<file path="src/rtl/multi_cycle_control_unit_if.sv">
// Control bundle between the multi-cycle sequencer (master) and the CPU datapath (slave).
// Pure wiring; no latency.
// No flow control; the sequencer drives strobes every cycle.
interface multi_cycle_control_unit_if #(
   parameter int ALUOP_W = 3,
   parameter int STATE_W = 3
);
   logic [5:0]         opCode;
   logic               zero;
   logic               PCWre;
   logic               IRWre;
   logic               InsMemRW;
   logic               RegWre;
   logic               ALUSrcA;
   logic               ALUSrcB;
   logic               ExtSel;
   logic [1:0]         RegDst;
   logic               WrRegDSrc;
   logic               DBDataSrc;
   logic [1:0]         PCSrc;
   logic               mRD;
   logic               mWR;
   logic [ALUOP_W-1:0] ALUOp;
   logic [STATE_W-1:0] State;
   logic               IllegalOp;

   modport master (
      input  opCode, zero,
      output PCWre, IRWre, InsMemRW, RegWre, ALUSrcA, ALUSrcB, ExtSel, RegDst,
             WrRegDSrc, DBDataSrc, PCSrc, mRD, mWR, ALUOp, State, IllegalOp
   );

   modport slave (
      output opCode, zero,
      input  PCWre, IRWre, InsMemRW, RegWre, ALUSrcA, ALUSrcB, ExtSel, RegDst,
             WrRegDSrc, DBDataSrc, PCSrc, mRD, mWR, ALUOp, State, IllegalOp
   );
endinterface

</file>
<file path="src/rtl/multi_cycle_control_unit.sv">
// Multi-cycle CPU sequencer: IF/ID/EX/MEM/WB FSM with datapath control decode.
// Instructions take 2 (jumps), 3 (beq), 4 (ALU, sw) or 5 (lw) cycles; controls decode in the same cycle.
// No backpressure; HALT (entered on halt or undefined opcode) is left only through Reset.
module multi_cycle_control_unit #(
   parameter int ALUOP_W = 3,
   parameter int STATE_W = 3
) (
   input  logic                       CLK,
   input  logic                       Reset,
   multi_cycle_control_unit_if.master bus
);

   typedef enum logic [2:0] {
      ST_IF  = 3'b000,
      ST_ID  = 3'b001,
      ST_EXM = 3'b010,
      ST_MEM = 3'b011,
      ST_WBL = 3'b100,
      ST_EXB = 3'b101,
      ST_EXA = 3'b110,
      ST_WBA = 3'b111
   } state_t;

   localparam logic [5:0] OP_ADD  = 6'b000000;
   localparam logic [5:0] OP_SUB  = 6'b000001;
   localparam logic [5:0] OP_ADDI = 6'b000010;
   localparam logic [5:0] OP_OR   = 6'b010000;
   localparam logic [5:0] OP_AND  = 6'b010001;
   localparam logic [5:0] OP_ORI  = 6'b010010;
   localparam logic [5:0] OP_SLL  = 6'b011000;
   localparam logic [5:0] OP_SLT  = 6'b100110;
   localparam logic [5:0] OP_SLTI = 6'b100111;
   localparam logic [5:0] OP_SW   = 6'b110000;
   localparam logic [5:0] OP_LW   = 6'b110001;
   localparam logic [5:0] OP_BEQ  = 6'b110100;
   localparam logic [5:0] OP_J    = 6'b111000;
   localparam logic [5:0] OP_JR   = 6'b111001;
   localparam logic [5:0] OP_JAL  = 6'b111010;
   localparam logic [5:0] OP_HALT = 6'b111111;

   localparam logic [ALUOP_W-1:0] ALU_ADD = ALUOP_W'(0);
   localparam logic [ALUOP_W-1:0] ALU_SUB = ALUOP_W'(1);
   localparam logic [ALUOP_W-1:0] ALU_SLL = ALUOP_W'(2);
   localparam logic [ALUOP_W-1:0] ALU_OR  = ALUOP_W'(3);
   localparam logic [ALUOP_W-1:0] ALU_AND = ALUOP_W'(4);
   localparam logic [ALUOP_W-1:0] ALU_SLT = ALUOP_W'(5);

   localparam logic [1:0] RD_RA = 2'b00;
   localparam logic [1:0] RD_RT = 2'b01;
   localparam logic [1:0] RD_RD = 2'b10;

   localparam logic [1:0] PC_SEQ = 2'b00;
   localparam logic [1:0] PC_BR  = 2'b01;
   localparam logic [1:0] PC_REG = 2'b10;
   localparam logic [1:0] PC_JMP = 2'b11;

   state_t state;
   logic   halted;
   logic   illegal;

   logic   op_rtype, op_sll, op_imm, op_ori, op_lw, op_sw, op_beq;
   logic   op_j, op_jr, op_jal, op_halt, op_legal;
   logic [ALUOP_W-1:0] alu_dec;

   logic               pc_wre, ir_wre, ins_rd, reg_wre, src_a, src_b, ext_sel;
   logic [1:0]         reg_dst;
   logic               wr_src, db_src;
   logic [1:0]         pc_src;
   logic               m_rd, m_wr;
   logic [ALUOP_W-1:0] alu_op;

   always_comb begin
      op_rtype = 1'b0;
      op_sll   = 1'b0;
      op_imm   = 1'b0;
      op_lw    = 1'b0;
      op_sw    = 1'b0;
      op_beq   = 1'b0;
      op_j     = 1'b0;
      op_jr    = 1'b0;
      op_jal   = 1'b0;
      op_halt  = 1'b0;
      op_legal = 1'b1;
      case (bus.opCode)
         OP_ADD, OP_SUB, OP_OR, OP_AND, OP_SLT: op_rtype = 1'b1;
         OP_SLL:                                op_sll   = 1'b1;
         OP_ADDI, OP_ORI, OP_SLTI:              op_imm   = 1'b1;
         OP_LW:                                 op_lw    = 1'b1;
         OP_SW:                                 op_sw    = 1'b1;
         OP_BEQ:                                op_beq   = 1'b1;
         OP_J:                                  op_j     = 1'b1;
         OP_JR:                                 op_jr    = 1'b1;
         OP_JAL:                                op_jal   = 1'b1;
         OP_HALT:                               op_halt  = 1'b1;
         default:                               op_legal = 1'b0;
      endcase
   end

   assign op_ori = (bus.opCode == OP_ORI);

   always_comb begin
      alu_dec = ALU_ADD;
      case (bus.opCode)
         OP_SUB, OP_BEQ:   alu_dec = ALU_SUB;
         OP_SLL:           alu_dec = ALU_SLL;
         OP_OR, OP_ORI:    alu_dec = ALU_OR;
         OP_AND:           alu_dec = ALU_AND;
         OP_SLT, OP_SLTI:  alu_dec = ALU_SLT;
         default:          alu_dec = ALU_ADD;
      endcase
   end

   // HALT keeps the ID encoding; the halted flag freezes the sequencer.
   always_ff @(posedge CLK) begin
      if (Reset) begin
         state   <= ST_IF;
         halted  <= 1'b0;
         illegal <= 1'b0;
      end else if (!halted) begin
         case (state)
            ST_IF:  state <= ST_ID;
            ST_ID: begin
               if (op_halt || !op_legal) begin
                  halted <= 1'b1;
                  if (!op_legal) illegal <= 1'b1;
               end else if (op_j || op_jal || op_jr) begin
                  state <= ST_IF;
               end else if (op_beq) begin
                  state <= ST_EXB;
               end else if (op_lw || op_sw) begin
                  state <= ST_EXM;
               end else begin
                  state <= ST_EXA;
               end
            end
            ST_EXA: state <= ST_WBA;
            ST_WBA: state <= ST_IF;
            ST_EXB: state <= ST_IF;
            ST_EXM: state <= ST_MEM;
            ST_MEM: state <= op_lw ? ST_WBL : ST_IF;
            ST_WBL: state <= ST_IF;
            default: state <= ST_IF;
         endcase
      end
   end

   // Reset presents IF-cycle selects with every write strobe held low.
   always_comb begin
      pc_wre  = 1'b0;
      ir_wre  = 1'b0;
      ins_rd  = 1'b0;
      reg_wre = 1'b0;
      src_a   = 1'b0;
      src_b   = 1'b0;
      ext_sel = 1'b1;
      reg_dst = RD_RA;
      wr_src  = 1'b1;
      db_src  = 1'b0;
      pc_src  = PC_SEQ;
      m_rd    = 1'b0;
      m_wr    = 1'b0;
      alu_op  = ALU_ADD;
      if (Reset || state == ST_IF) begin
         ins_rd = 1'b1;
         ir_wre = !Reset;
      end else if (!halted) begin
         src_a   = op_sll;
         src_b   = op_imm | op_lw | op_sw;
         ext_sel = !op_ori;
         if (op_rtype || op_sll)    reg_dst = RD_RD;
         else if (op_imm || op_lw)  reg_dst = RD_RT;
         wr_src  = !op_jal;
         db_src  = op_lw;
         alu_op  = alu_dec;
         case (state)
            ST_ID: begin
               if (op_j || op_jal) begin
                  pc_wre  = 1'b1;
                  pc_src  = PC_JMP;
                  reg_wre = op_jal;
               end else if (op_jr) begin
                  pc_wre = 1'b1;
                  pc_src = PC_REG;
               end
            end
            ST_WBA: begin
               reg_wre = 1'b1;
               pc_wre  = 1'b1;
            end
            ST_EXB: begin
               pc_wre = 1'b1;
               pc_src = bus.zero ? PC_BR : PC_SEQ;
            end
            ST_MEM: begin
               if (op_sw) begin
                  m_wr   = 1'b1;
                  pc_wre = 1'b1;
               end else begin
                  m_rd = 1'b1;
               end
            end
            ST_WBL: begin
               m_rd    = 1'b1;
               reg_wre = 1'b1;
               pc_wre  = 1'b1;
            end
            default: begin
            end
         endcase
      end
   end

   assign bus.PCWre     = pc_wre;
   assign bus.IRWre     = ir_wre;
   assign bus.InsMemRW  = ins_rd;
   assign bus.RegWre    = reg_wre;
   assign bus.ALUSrcA   = src_a;
   assign bus.ALUSrcB   = src_b;
   assign bus.ExtSel    = ext_sel;
   assign bus.RegDst    = reg_dst;
   assign bus.WrRegDSrc = wr_src;
   assign bus.DBDataSrc = db_src;
   assign bus.PCSrc     = pc_src;
   assign bus.mRD       = m_rd;
   assign bus.mWR       = m_wr;
   assign bus.ALUOp     = alu_op;
   assign bus.State     = Reset ? '0 : STATE_W'(state);
   assign bus.IllegalOp = illegal & !Reset;

endmodule

</file>
<file path="src/flat_wrapper.sv">
// flat-port wrapper written by rule: the top's interface ports become plain ports
module multi_cycle_control_unit_flat 
#(
   parameter int ALUOP_W = 3,
   parameter int STATE_W = 3
)
  (CLK, Reset, bus_opCode, bus_zero, bus_PCWre, bus_IRWre, bus_InsMemRW, bus_RegWre, bus_ALUSrcA, bus_ALUSrcB, bus_ExtSel, bus_RegDst, bus_WrRegDSrc, bus_DBDataSrc, bus_PCSrc, bus_mRD, bus_mWR, bus_ALUOp, bus_State, bus_IllegalOp);
  multi_cycle_control_unit_if #(.ALUOP_W(ALUOP_W), .STATE_W(STATE_W)) bus_i ();
  input  logic CLK;
  input  logic Reset;
  input wire logic [$bits(bus_i.opCode)-1:0] bus_opCode;
  input wire logic [$bits(bus_i.zero)-1:0] bus_zero;
  output wire logic [$bits(bus_i.PCWre)-1:0] bus_PCWre;
  output wire logic [$bits(bus_i.IRWre)-1:0] bus_IRWre;
  output wire logic [$bits(bus_i.InsMemRW)-1:0] bus_InsMemRW;
  output wire logic [$bits(bus_i.RegWre)-1:0] bus_RegWre;
  output wire logic [$bits(bus_i.ALUSrcA)-1:0] bus_ALUSrcA;
  output wire logic [$bits(bus_i.ALUSrcB)-1:0] bus_ALUSrcB;
  output wire logic [$bits(bus_i.ExtSel)-1:0] bus_ExtSel;
  output wire logic [$bits(bus_i.RegDst)-1:0] bus_RegDst;
  output wire logic [$bits(bus_i.WrRegDSrc)-1:0] bus_WrRegDSrc;
  output wire logic [$bits(bus_i.DBDataSrc)-1:0] bus_DBDataSrc;
  output wire logic [$bits(bus_i.PCSrc)-1:0] bus_PCSrc;
  output wire logic [$bits(bus_i.mRD)-1:0] bus_mRD;
  output wire logic [$bits(bus_i.mWR)-1:0] bus_mWR;
  output wire logic [$bits(bus_i.ALUOp)-1:0] bus_ALUOp;
  output wire logic [$bits(bus_i.State)-1:0] bus_State;
  output wire logic [$bits(bus_i.IllegalOp)-1:0] bus_IllegalOp;
  assign bus_i.opCode = bus_opCode;
  assign bus_i.zero = bus_zero;
  assign bus_PCWre = bus_i.PCWre;
  assign bus_IRWre = bus_i.IRWre;
  assign bus_InsMemRW = bus_i.InsMemRW;
  assign bus_RegWre = bus_i.RegWre;
  assign bus_ALUSrcA = bus_i.ALUSrcA;
  assign bus_ALUSrcB = bus_i.ALUSrcB;
  assign bus_ExtSel = bus_i.ExtSel;
  assign bus_RegDst = bus_i.RegDst;
  assign bus_WrRegDSrc = bus_i.WrRegDSrc;
  assign bus_DBDataSrc = bus_i.DBDataSrc;
  assign bus_PCSrc = bus_i.PCSrc;
  assign bus_mRD = bus_i.mRD;
  assign bus_mWR = bus_i.mWR;
  assign bus_ALUOp = bus_i.ALUOp;
  assign bus_State = bus_i.State;
  assign bus_IllegalOp = bus_i.IllegalOp;
  multi_cycle_control_unit #(.ALUOP_W(ALUOP_W), .STATE_W(STATE_W)) u_core (.CLK(CLK), .Reset(Reset), .bus(bus_i));
endmodule
</file>
<file path="config.mk">
export PLATFORM = sky130hd
export DESIGN_NAME = multi_cycle_control_unit_flat
export DESIGN_NICKNAME = d
export VERILOG_FILES = /design/src/rtl/multi_cycle_control_unit_if.sv /design/src/rtl/multi_cycle_control_unit.sv /design/src/flat_wrapper.sv
export SDC_FILE = /design/constraint.sdc
export NUM_CORES = 1
export LEC_CHECK = 0
export BUFFER_PORTS_ARGS = -buffer_cell sky130_fd_sc_hd__buf_2
export CAP_MARGIN = 15
export CORE_ASPECT_RATIO = 0.6
export CORE_UTILIZATION = 35
export CTS_BUF_LIST = sky130_fd_sc_hd__clkbuf_4 sky130_fd_sc_hd__clkbuf_8
export DETAILED_ROUTE_END_ITERATION = 10
export PLACE_DENSITY = 0.72
export REMOVE_ABC_BUFFERS = 1
export SYNTH_ARGS = -nofsm -noshare
export SYNTH_HDL_FRONTEND = slang
export SYNTH_SLANG_ARGS = --single-unit
export TNS_END_PERCENT = 5
</file>
<file path="constraint.sdc">
create_clock -name CLK -period 1.85 [get_ports CLK]
set_input_delay 0 -clock CLK [delete_from_list [all_inputs] [get_ports CLK]]
set_output_delay 0 -clock CLK [all_outputs]
set_load 0.05 [all_outputs]
</file>
==> impl_metrics.csv, run 1 <==
group,metric,value,unit
flow_run,drv_cap,0,
drt,drc,0,
placed_design,hpwl,1838,um
power,power_frac_seq,18.8,%
timing,tightest_slew,0.4662,ns
critical_path,start_kind,"register",
critical_path,crit_fanout,9,
timing,timing.hold.ws,0.08271,ns
power,p_switching,526.9,uW
critical_path,critPathRequiredTime,1.85,ns
critical_path,cp.arrival,1.75,ns
drt,wire_per_inst,13.32,um
yosys,synth_top_cell_area_share,12.80,%
critical_path,worst-setup-path-type,"reg2out",
global_route,grt.total_usage,20.77,%
power,p_int,500.3,uW
timing,maxSlewHeadroom,68.68,%
run_status,outcome,"finished, final reports clean",
drt,final_antenna_net_count,0,
yosys,synthMuxAreaShare,1.440,%
yosys,synth-async-reset-ratio,0,%
timing,hold_violations,0,
yosys,synthSimpleGateAreaFrac,40.00,%
cts,postCtsSetupRepairBufs,0,
critical_path,worst_path_max_delay_cell,"or4_1",
timing,clock.fmax,0.5715,GHz
cells_and_area,diodes,0,
yosys,dominantRegCellSynth,"dfxtp_1",
timing,fin_crit_sh,94.59,%
cts,clkSinkCount,5,
critical_path,end_kind,"primary output",
global_route,antenna_found_initial,0,
cts,clk_latency,0.22,ns
power,power_frac_clock,20.9,%
yosys,synth_area,782.0,um2
die,core,1967,um2
timing,rsz0062_at_grt,"false",
power,power.leakage,0.0004173,uW
power,vdd_drop_max,479.9,uV
cts,htree_num_levels,1,
drt,first_iter_violations,90,
timing,slew_viol_final,0,
critical_path,crit_family,"simple AND/OR/NAND/NOR gates",
cells_and_area,drive_gt1_share,28.86,%
yosys,netlist-cell-type-count,44,
cts,cts_resized,0,
global_route,globalRouteOverflowTotal,0,
yosys,synth_cells,123,
yosys,synth_warnings,0,
die,initial_utilization,39.76,%
yosys,synth_top_cell_by_area,"dfxtp_1",
die,die_w,63.03,um
placed_design,port_buffers,30,
power,power_frac_comb,60.3,%
critical_path,r2r_slack,0.26,ns
yosys,synthTopCellsByArea,"dfxtp_1, nor2_1, nand2_1, a21oi_1, nand3_1",
cells_and_area,syn_to_final_growth,25.12,%
drt,drt_wl_total,2358,um
cts,numCtsBuffers,3,
yosys,synth_top_family_by_area,"simple AND/OR/NAND/NOR gates",
die,dieArea,2434,um2
drt,dr.pass1.iters,4,
timing,post-route-min-period,1.750,ns
global_route,grt_pass1_vias,854,
yosys,synth_compound_area_share,33.92,%
critical_path,critPathBufInv,1,
cts,cts-root-buf,"clkbuf_8",
drt,vias_per_cell,5.701,
timing,tns,0,ns
critical_path,slowest_delay,0.52,ns
yosys,synth.most_common_cell,"nor2_1",
hold_path,worst_hold_path_type,"in2reg",
yosys,yosys-top-cells-count,"nor2_1, nand2_1",
die,ios,31,
yosys,synth_seq_cells,5,
global_route,grt_max_degree,17,
die,die_h,38.62,um
timing,setup_viol,0,
cells_and_area,final_util,49.75,%
power,p_sw_share,51.29,%
cts,clk_pin_slew,0.04,ns
placed_design,gp_congestion,0.8804,
power,power_density,1050,nW/um2
cts,cts-hold-fix-buffers,0,
drt,vias,1009,
cts,clock_path_buffers,2,
yosys,synth_edf_count,0,
yosys,yosysSeqAreaShare,12.80,%
global_route,grt_pass1_wl,3898,um
yosys,synth_xor_area_share,0,%
die,row_count,12,
cells_and_area,nets,159,
yosys,syn_avg_cell_area,6.358,um2
critical_path,crit_chain,"or3_1, nand2_2, or4_1, buf_2",
timing,fin_skew,0.0003012,ns
cts,cts_tree,"yes",
yosys,synthAdderAreaFrac,0,%
worst paths after layout:
path,startpoint,to,cells past startpoint
hold reg to reg,u_core.illegal$_SDFFE_PP0P_,u_core.illegal$_SDFFE_PP0P_,2
hold / removal,Reset,u_core.halted$_SDFF_PP0_,2
setup / recovery,u_core.state[0]$_SDFFE_PP0P_,bus_ExtSel,4
setup reg to reg,u_core.state[0]$_SDFFE_PP0P_,u_core.state[0]$_SDFFE_PP0P_,5
metrics by stage:
stage / total power (uW) / worst slack [ns] / cells / cell area [um2]
2_1_floorplan: 627.8 / -1.512 / 112 / 715.7
3_3_place_gp: 790.8 / 0.2581 / 173 / 923.4
3_5_place_dp: 804.6 / 0.2396 / 173 / 923.4
4_1_cts: 1026 / 0.007385 / 177 / 972.2
5_1_grt: 1111 / 0.01043 / 177 / 978.4
6_report: 1027 / 0.1001 / 177 / 978.4
state kept, by name (all words and copies together) (netlist names):
| register | count |
|---|---|
| u_core.illegal | 1 |
| u_core.halted | 1 |
| u_core.state | 3 |
cell families (layout without fill, tap and decap cells):
logic type	Yosys count	in the layout
AO/OA/AOI/OAI	37	37
buffers and inverters	18	44
flip-flops	5	5
AND/OR/NAND/NOR	62	62
multiplexers	1	1
layout by cell type, fill, tap and decap left out, types with 2 or more instances in the layout:
| cell | netlist | final |
|---|---|---|
| nor2_1 | 17 | 17 |
| nor3_1 | 7 | 7 |
| inv_1 | 7 | 7 |
| nand2_1 | 11 | 10 |
| and2_1 | 2 | 2 |
| nand3_1 | 7 | 7 |
| a21oi_1 | 7 | 7 |
| dfxtp_1 | 5 | 4 |
| clkbuf_4 | 1 | 2 |
| nor4_1 | 2 | 2 |
| o22ai_1 | 4 | 4 |
| clkbuf_8 | 0 | 3 |
| nor2b_1 | 2 | 2 |
| a211oi_1 | 4 | 4 |
| buf_2 | 5 | 29 |
| a31oi_1 | 5 | 5 |
| nand2b_1 | 4 | 4 |
| buf_4 | 0 | 3 |
| o21ai_0 | 3 | 3 |
power by group through the flow:
stage | Combinational, uW | Clock (uW) | Sequential (uW)
3_3_place_gp | 601 | 0 | 189
5_1_grt | 681 | 231 | 200
2_1_floorplan | 435 | 0 | 192
3_5_place_dp | 611 | 0 | 193
4_1_cts | 615 | 221 | 190
6_report | 620 | 215 | 193
layer usage:
layer,part of all wire (%),vias up,GRT usage (%)
met5,0,-,0
met4,0.30,0,6.395
met3,7.8,2,4.412
met2,43,44,33.06
met1,49,458,28.20
li1,-,505,-
area by class of cell:
type / instances / area, um2
fillers: 207 / 988.4
multi-input cells: 100 / 591.8
repair buffers: 33 / 175.2
flip-flops and latches: 5 / 101.3
clock buffers: 4 / 48.80
well taps: 28 / 35.03
inverters: 7 / 26.28
worst reg2reg max path, cell delays in order (launching register included):
cell and delay, ns:
dfxtp_1 0.44, and2b_1 0.26, nand2_1 0.12, a31oi_1 0.20, a21oi_1 0.13, mux2_1 0.33
Note: power is estimated with default switching activity, not from simulation.
==> inputs of run 2 (changes only) <==
--- a/config.mk
+++ b/config.mk
@@ -11,7 +11,7 @@
 export CORE_UTILIZATION = 35
 export CTS_BUF_LIST = sky130_fd_sc_hd__clkbuf_4 sky130_fd_sc_hd__clkbuf_8
 export DETAILED_ROUTE_END_ITERATION = 10
-export PLACE_DENSITY = 0.72
+export PLACE_DENSITY = 0.65
 export REMOVE_ABC_BUFFERS = 1
 export SYNTH_ARGS = -nofsm -noshare
 export SYNTH_HDL_FRONTEND = slang
==> run 2 against run 1 <==
  * Sequential share of layout area down 0.25 points
  * Fmax is 1.2% lower
  * Register-to-register slack better by 0.02 ns
  * Sequential power about the same
  * Highest routed layer unchanged
==> impl_metrics.csv, run 2 (synthesis results as in run 1) <==
group,metric,value,unit
cells_and_area,drive_gt1_share,30.46,%
cells_and_area,nFillCells,200,
power,vdd_drop_max,463.1,uV
drt,final_antenna_net_count,0,
critical_path,cp.arrival,1.77,ns
global_route,grt_pass1_vias,850,
cells_and_area,diodes,0,
placed_design,place_ws,0.2197,ns
critical_path,slowest_delay,0.53,ns
placed_design,gp_congestion,0.9264,
global_route,grt_pass1_wl,3919,um
critical_path,worst-setup-path-type,"reg2out",
power,power.leakage,0.0004277,uW
drt,vias_per_cell,5.793,
timing,setup_viol,0,
drt,dr.pass1.iters,4,
cts,clock_path_buffers,2,
cts,clkSinkCount,5,
timing,rsz0062_at_grt,"false",
cells_and_area,largest_register_ffs,3,
critical_path,end_kind,"primary output",
critical_path,r2r_cells,5,
placed_design,hpwl,1816,um
critical_path,r2r-end,"u_core.state[0]$_SDFFE_PP0P_",
drt,first_iter_violations,81,
hold_path,hold_depth,2,
die,row_count,12,
timing,hold_violations,0,
timing,setup_ws,0.07907,ns
hold_path,hold_start,"Reset",
cells_and_area,top_regs,"u_core.state x3, u_core.halted x1, u_core.illegal x1",
placed_design,port_buffers,30,
drt,wire_per_inst,13.68,um
die,die_w,63.03,um
timing,fin_skew,0.002032,ns
cells_and_area,final_area,1002,um2
hold_path,worst_hold_path_type,"in2reg",
critical_path,crit_chain,"or3_1, nand2_2, or4_1, buf_2",
die,core,1967,um2
global_route,grt_max_degree,17,
timing,maxSlewHeadroom,67.91,%
timing,post-route-min-period,1.771,ns
global_route,antenna_found_initial,0,
die,dieArea,2434,um2
critical_path,worst_path_max_delay_cell,"or4_1",
cts,numCtsBuffers,3,
hold_path,whs_endpoint,"u_core.halted$_SDFF_PP0_",
cells_and_area,nets,161,
cts,htree_num_levels,1,
die,ios,31,
critical_path,start_kind,"register",
cells_and_area,layout_commonest_cell,"buf_2",
cts,cts-root-buf,"clkbuf_8",
cells_and_area,multi_input_area,598.1,um2
die,initial_utilization,39.76,%
drt,drt_wl_total,2449,um
flow_run,drv_cap,0,
cells_and_area,layout_common_cells,"buf_2, nor2_1, nand2_1",
cells_and_area,regMostFlops,"u_core.state",
critical_path,r2r_slack,0.28,ns
power,finalPower,1076,uW
power,power_density,1074,nW/um2
cells_and_area,syn_to_final_growth,28.16,%
timing,tightest_slew,0.4777,ns
critical_path,timing.rr.start,"u_core.state[2]$_SDFFE_PP0P_",
cts,clk_pin_slew,0.04,ns
die,die_h,38.62,um
placed_design,placed_area,938.4,um2
cts,cts_tree,"yes",
global_route,globalRouteOverflowTotal,0,
critical_path,crit_family,"simple AND/OR/NAND/NOR gates",
global_route,grt.total_usage,20.59,%
run_status,outcome,"finished, final reports clean",
critical_path,critPathBufInv,1,
cells_and_area,seqCellArea,101.3,um2
critical_path,critPathRequiredTime,1.85,ns
critical_path,crit_fanout,11,
cts,clk_latency,0.22,ns
timing,fin_crit_sh,95.73,%
drt,vias,1037,
timing,slew_viol_final,0,
drt,drc,0,
timing,clock.fmax,0.5647,GHz
==> run 2: cell count changes in the layout (fill, tap and decap cells not counted) <==
cell,change
a2111oi_0,-1
buf_2,-1
a2111oi_2,+1
buf_4,+3
==> run 2: worst register-to-register path: stages, from the launching register on <==
cell     delay [ns]
dfxtp_1        0.43
and2b_1        0.23
nand2_1        0.12
a31oi_1        0.07
a21oi_1        0.23
mux2_1         0.36
==> run 2: repair_timing <==
action | in CTS | in global routing
hold buffers | 0 | 0
resized for setup | 2 | 4
endpoints found under the setup margin | 2 | 2
buffers inserted | 0 | 0
==> run 2: worst max-delay path by stage <==
stage,from,to,slack [ns],depth (start not counted)
5_1_grt,u_core.state[2]$_SDFFE_PP0P_,bus_ExtSel,0.003,4
3_5_place_dp,u_core.state[0]$_SDFFE_PP0P_,bus_PCSrc[0],0.22,5
3_3_place_gp,u_core.state[0]$_SDFFE_PP0P_,bus_ExtSel,0.30,4
4_1_cts,u_core.state[0]$_SDFFE_PP0P_,bus_ExtSel,0.09,4
6_report,u_core.state[2]$_SDFFE_PP0P_,bus_ExtSel,0.08,4
2_1_floorplan,u_core.state[1]$_SDFFE_PP0P_,bus_ALUOp[1],-1.51,3
==> run 2: area by class of cell <==
class                   instances  share of cell area (%)
flip-flops and latches          5                   10.11
well taps                      28                   3.496
clock buffers                   4                   4.869
multi-input cells             100                   59.68
inverters                       7                   2.622
repair buffers                 35                   19.23
==> run 2: power by group <==
group | leakage, uW | internal (uW) | switching (uW)
logic | 0.000360 | 206 | 457
registers | 0.0000414 | 151 | 43.1
clock network | 0.0000262 | 163 | 56.2
==> run 2: per-layer routing <==
layer	track usage [%]	wire, um	up-vias
li1	-	-	509
met1	29.29	1133	452
met2	31.18	1019	73
met3	4.706	278	3
met4	4.651	17	0
met5	0	0	-
==> run 2: stage by stage <==
| step | hold WS (ns) | std cells | utilization [%] | setup TNS [ns] |
|---|---|---|---|---|
| floorplan | 0.07238 | 112 | - | -3.767 |
| global placement | 0.3024 | 175 | 47.71 | 0 |
| detailed placement | 0.3172 | 175 | 47.71 | 0 |
| CTS | 0.08432 | 179 | 50.45 | 0 |
| global route | 0.08988 | 179 | 50.95 | 0 |
| finish | 0.08068 | 179 | 50.95 | 0 |
==> inputs of run 3 (changes only) <==
--- a/config.mk
+++ b/config.mk
@@ -7,11 +7,12 @@
 export LEC_CHECK = 0
 export BUFFER_PORTS_ARGS = -buffer_cell sky130_fd_sc_hd__buf_2
 export CAP_MARGIN = 15
-export CORE_ASPECT_RATIO = 0.6
+export CORE_ASPECT_RATIO = 0.75
 export CORE_UTILIZATION = 35
 export CTS_BUF_LIST = sky130_fd_sc_hd__clkbuf_4 sky130_fd_sc_hd__clkbuf_8
 export DETAILED_ROUTE_END_ITERATION = 10
 export PLACE_DENSITY = 0.65
+export RECOVER_POWER = 25
 export REMOVE_ABC_BUFFERS = 1
 export SYNTH_ARGS = -nofsm -noshare
 export SYNTH_HDL_FRONTEND = slang
==> run 3 against run 2 <==
  * Wire length down 4.6%
  * Global-route usage down 1.2 points
  * Combinational power down 5.1%
  * Critical path type unchanged
  * Largest power group unchanged
==> impl_metrics.csv, run 3 (synthesis results as in run 1) <==
group,metric,value,unit
global_route,grt.total_usage,19.39,%
power,finalPower,965.8,uW
global_route,grt_max_degree,17,
placed_design,gp_congestion,0.8719,
hold_path,hold_depth,2,
placed_design,placed_area,925.9,um2
placed_design,hpwl,1769,um
timing,tightest_slew,0.5941,ns
cts,numCtsBuffers,3,
power,power_frac_seq,19.9,%
cts,cts_tree,"yes",
global_route,globalRouteOverflowTotal,0,
cts,clk_pin_slew,0.05,ns
die,dieArea,2429,um2
drt,final_antenna_net_count,0,
cts,cts-root-buf,"clkbuf_4",
hold_path,hold_start,"Reset",
cts,clkSinkCount,5,
placed_design,place_ws,0.2625,ns
hold_path,whs_endpoint,"u_core.halted$_SDFF_PP0_",
critical_path,r2r-end,"u_core.state[0]$_SDFFE_PP0P_",
timing,fin_crit_sh,95.78,%
run_status,outcome,"finished, final reports clean",
cells_and_area,largest_register_ffs,3,
cells_and_area,nets,160,
cells_and_area,layout_commonest_cell,"buf_2",
power,power.leakage,0.0003971,uW
power,p_int,435.2,uW
timing,hold_violations,0,
critical_path,r2r_cells,6,
critical_path,r2r_slack,0.15,ns
power,power_frac_comb,65.2,%
cells_and_area,regMostFlops,"u_core.state",
critical_path,cp.arrival,1.77,ns
cells_and_area,multi_input_area,593.1,um2
global_route,grt_pass1_wl,3788,um
cts,clock_path_buffers,2,
timing,maxSlewHeadroom,60.56,%
critical_path,timing.rr.start,"u_core.state[1]$_SDFFE_PP0P_",
die,core,2049,um2
drt,first_iter_violations,38,
die,row_count,14,
critical_path,crit_fanout,8,
power,p_sw_share,54.93,%
critical_path,worst-setup-path-type,"reg2out",
hold_path,worst_hold_path_type,"in2reg",
cts,htree_num_levels,1,
cells_and_area,nFillCells,239,
cells_and_area,layout_common_cells,"buf_2, nor2_1, nand2_1",
drt,wire_per_inst,13.43,um
drt,vias,1017,
cells_and_area,top_regs,"u_core.state x3, u_core.halted x1, u_core.illegal x1",
flow_run,drv_cap,0,
die,initial_utilization,38.16,%
power,power_frac_clock,14.9,%
die,ios,31,
die,die_w,56.58,um
cts,clk_latency,0.24,ns
drt,drt_wl_total,2337,um
timing,fin_skew,0.003918,ns
cells_and_area,seqCellArea,101.3,um2
cells_and_area,final_util,46.76,%
die,die_h,42.94,um
cells_and_area,drive_gt1_share,26.67,%
drt,drc,0,
drt,dr.pass1.iters,4,
critical_path,critPathRequiredTime,1.85,ns
global_route,antenna_found_initial,0,
timing,tns,0,ns
critical_path,start_kind,"register",
global_route,grt_pass1_vias,848,
power,power_density,1008,nW/um2
timing,slew_viol_final,0,
placed_design,port_buffers,30,
critical_path,end_kind,"primary output",
power,p_switching,530.6,uW
timing,post-route-min-period,1.772,ns
timing,clock.fmax,0.5644,GHz
power,vdd_drop_max,494.2,uV
cells_and_area,diodes,0,
cells_and_area,syn_to_final_growth,22.56,%
cells_and_area,final_area,958.4,um2
cts,postCtsSetupRepairBufs,0,
timing,setup_viol,0,
drt,vias_per_cell,5.845,
timing,setup_ws,0.07811,ns
[run 3: area by class of cell]
class / count / share of cell area (%)
well taps: 24 / 3.133
flip-flops and latches: 5 / 10.57
clock buffers: 4 / 3.133
inverters: 7 / 2.742
repair buffers: 34 / 18.54
multi-input cells: 100 / 61.88
[run 3: stage by stage]
stage | std cells | hold WS, ns
floorplan | 112 | 0.07238
global placement | 170 | 0.3005
detailed placement | 170 | 0.3173
CTS | 174 | 0.05988
global route | 174 | 0.07094
finish | 174 | 0.06767
[run 3: metal layers]
layer	GRT usage [%]	part of all wire, %
met4	5.854	0
met3	4.573	4.9
met2	28.00	47
met1	28.15	48
met5	0	0
[run 3: worst max path at each step]
stage,from,end,slack (ns),depth (start not counted)
2_1_floorplan,u_core.state[1]$_SDFFE_PP0P_,bus_ALUOp[1],-1.51,3
3_3_place_gp,u_core.state[2]$_SDFFE_PP0P_,bus_ExtSel,0.32,4
3_5_place_dp,u_core.state[2]$_SDFFE_PP0P_,bus_ExtSel,0.26,4
4_1_cts,u_core.state[0]$_SDFFE_PP0P_,bus_ExtSel,0.04,4
5_1_grt,u_core.state[0]$_SDFFE_PP0P_,bus_DBDataSrc,-0.001,4
6_report,u_core.state[0]$_SDFFE_PP0P_,bus_ExtSel,0.08,4
[run 3: critical path, cell delays in order (launching register included)]
cell	delay, ns
dfxtp_1	0.44
or3_1	0.21
nand2_2	0.13
or4_1	0.52
buf_2	0.22
[run 3: power groups by stage]
| stage | Clock [uW] | Combinational, uW | Sequential (uW) |
|---|---|---|---|
| final | 144 | 630 | 192 |
| after global routing | 154 | 679 | 198 |
| after CTS | 148 | 629 | 189 |
| after detailed placement | 0 | 627 | 190 |
| after global placement | 0 | 622 | 189 |
| after floorplan | 0 | 435 | 192 |
[run 3: what timing repair did]
item / in CTS / in global routing
hold buffers: 0 / 0
endpoints found under the setup margin: 1 / 7
resized for setup: 1 / 5
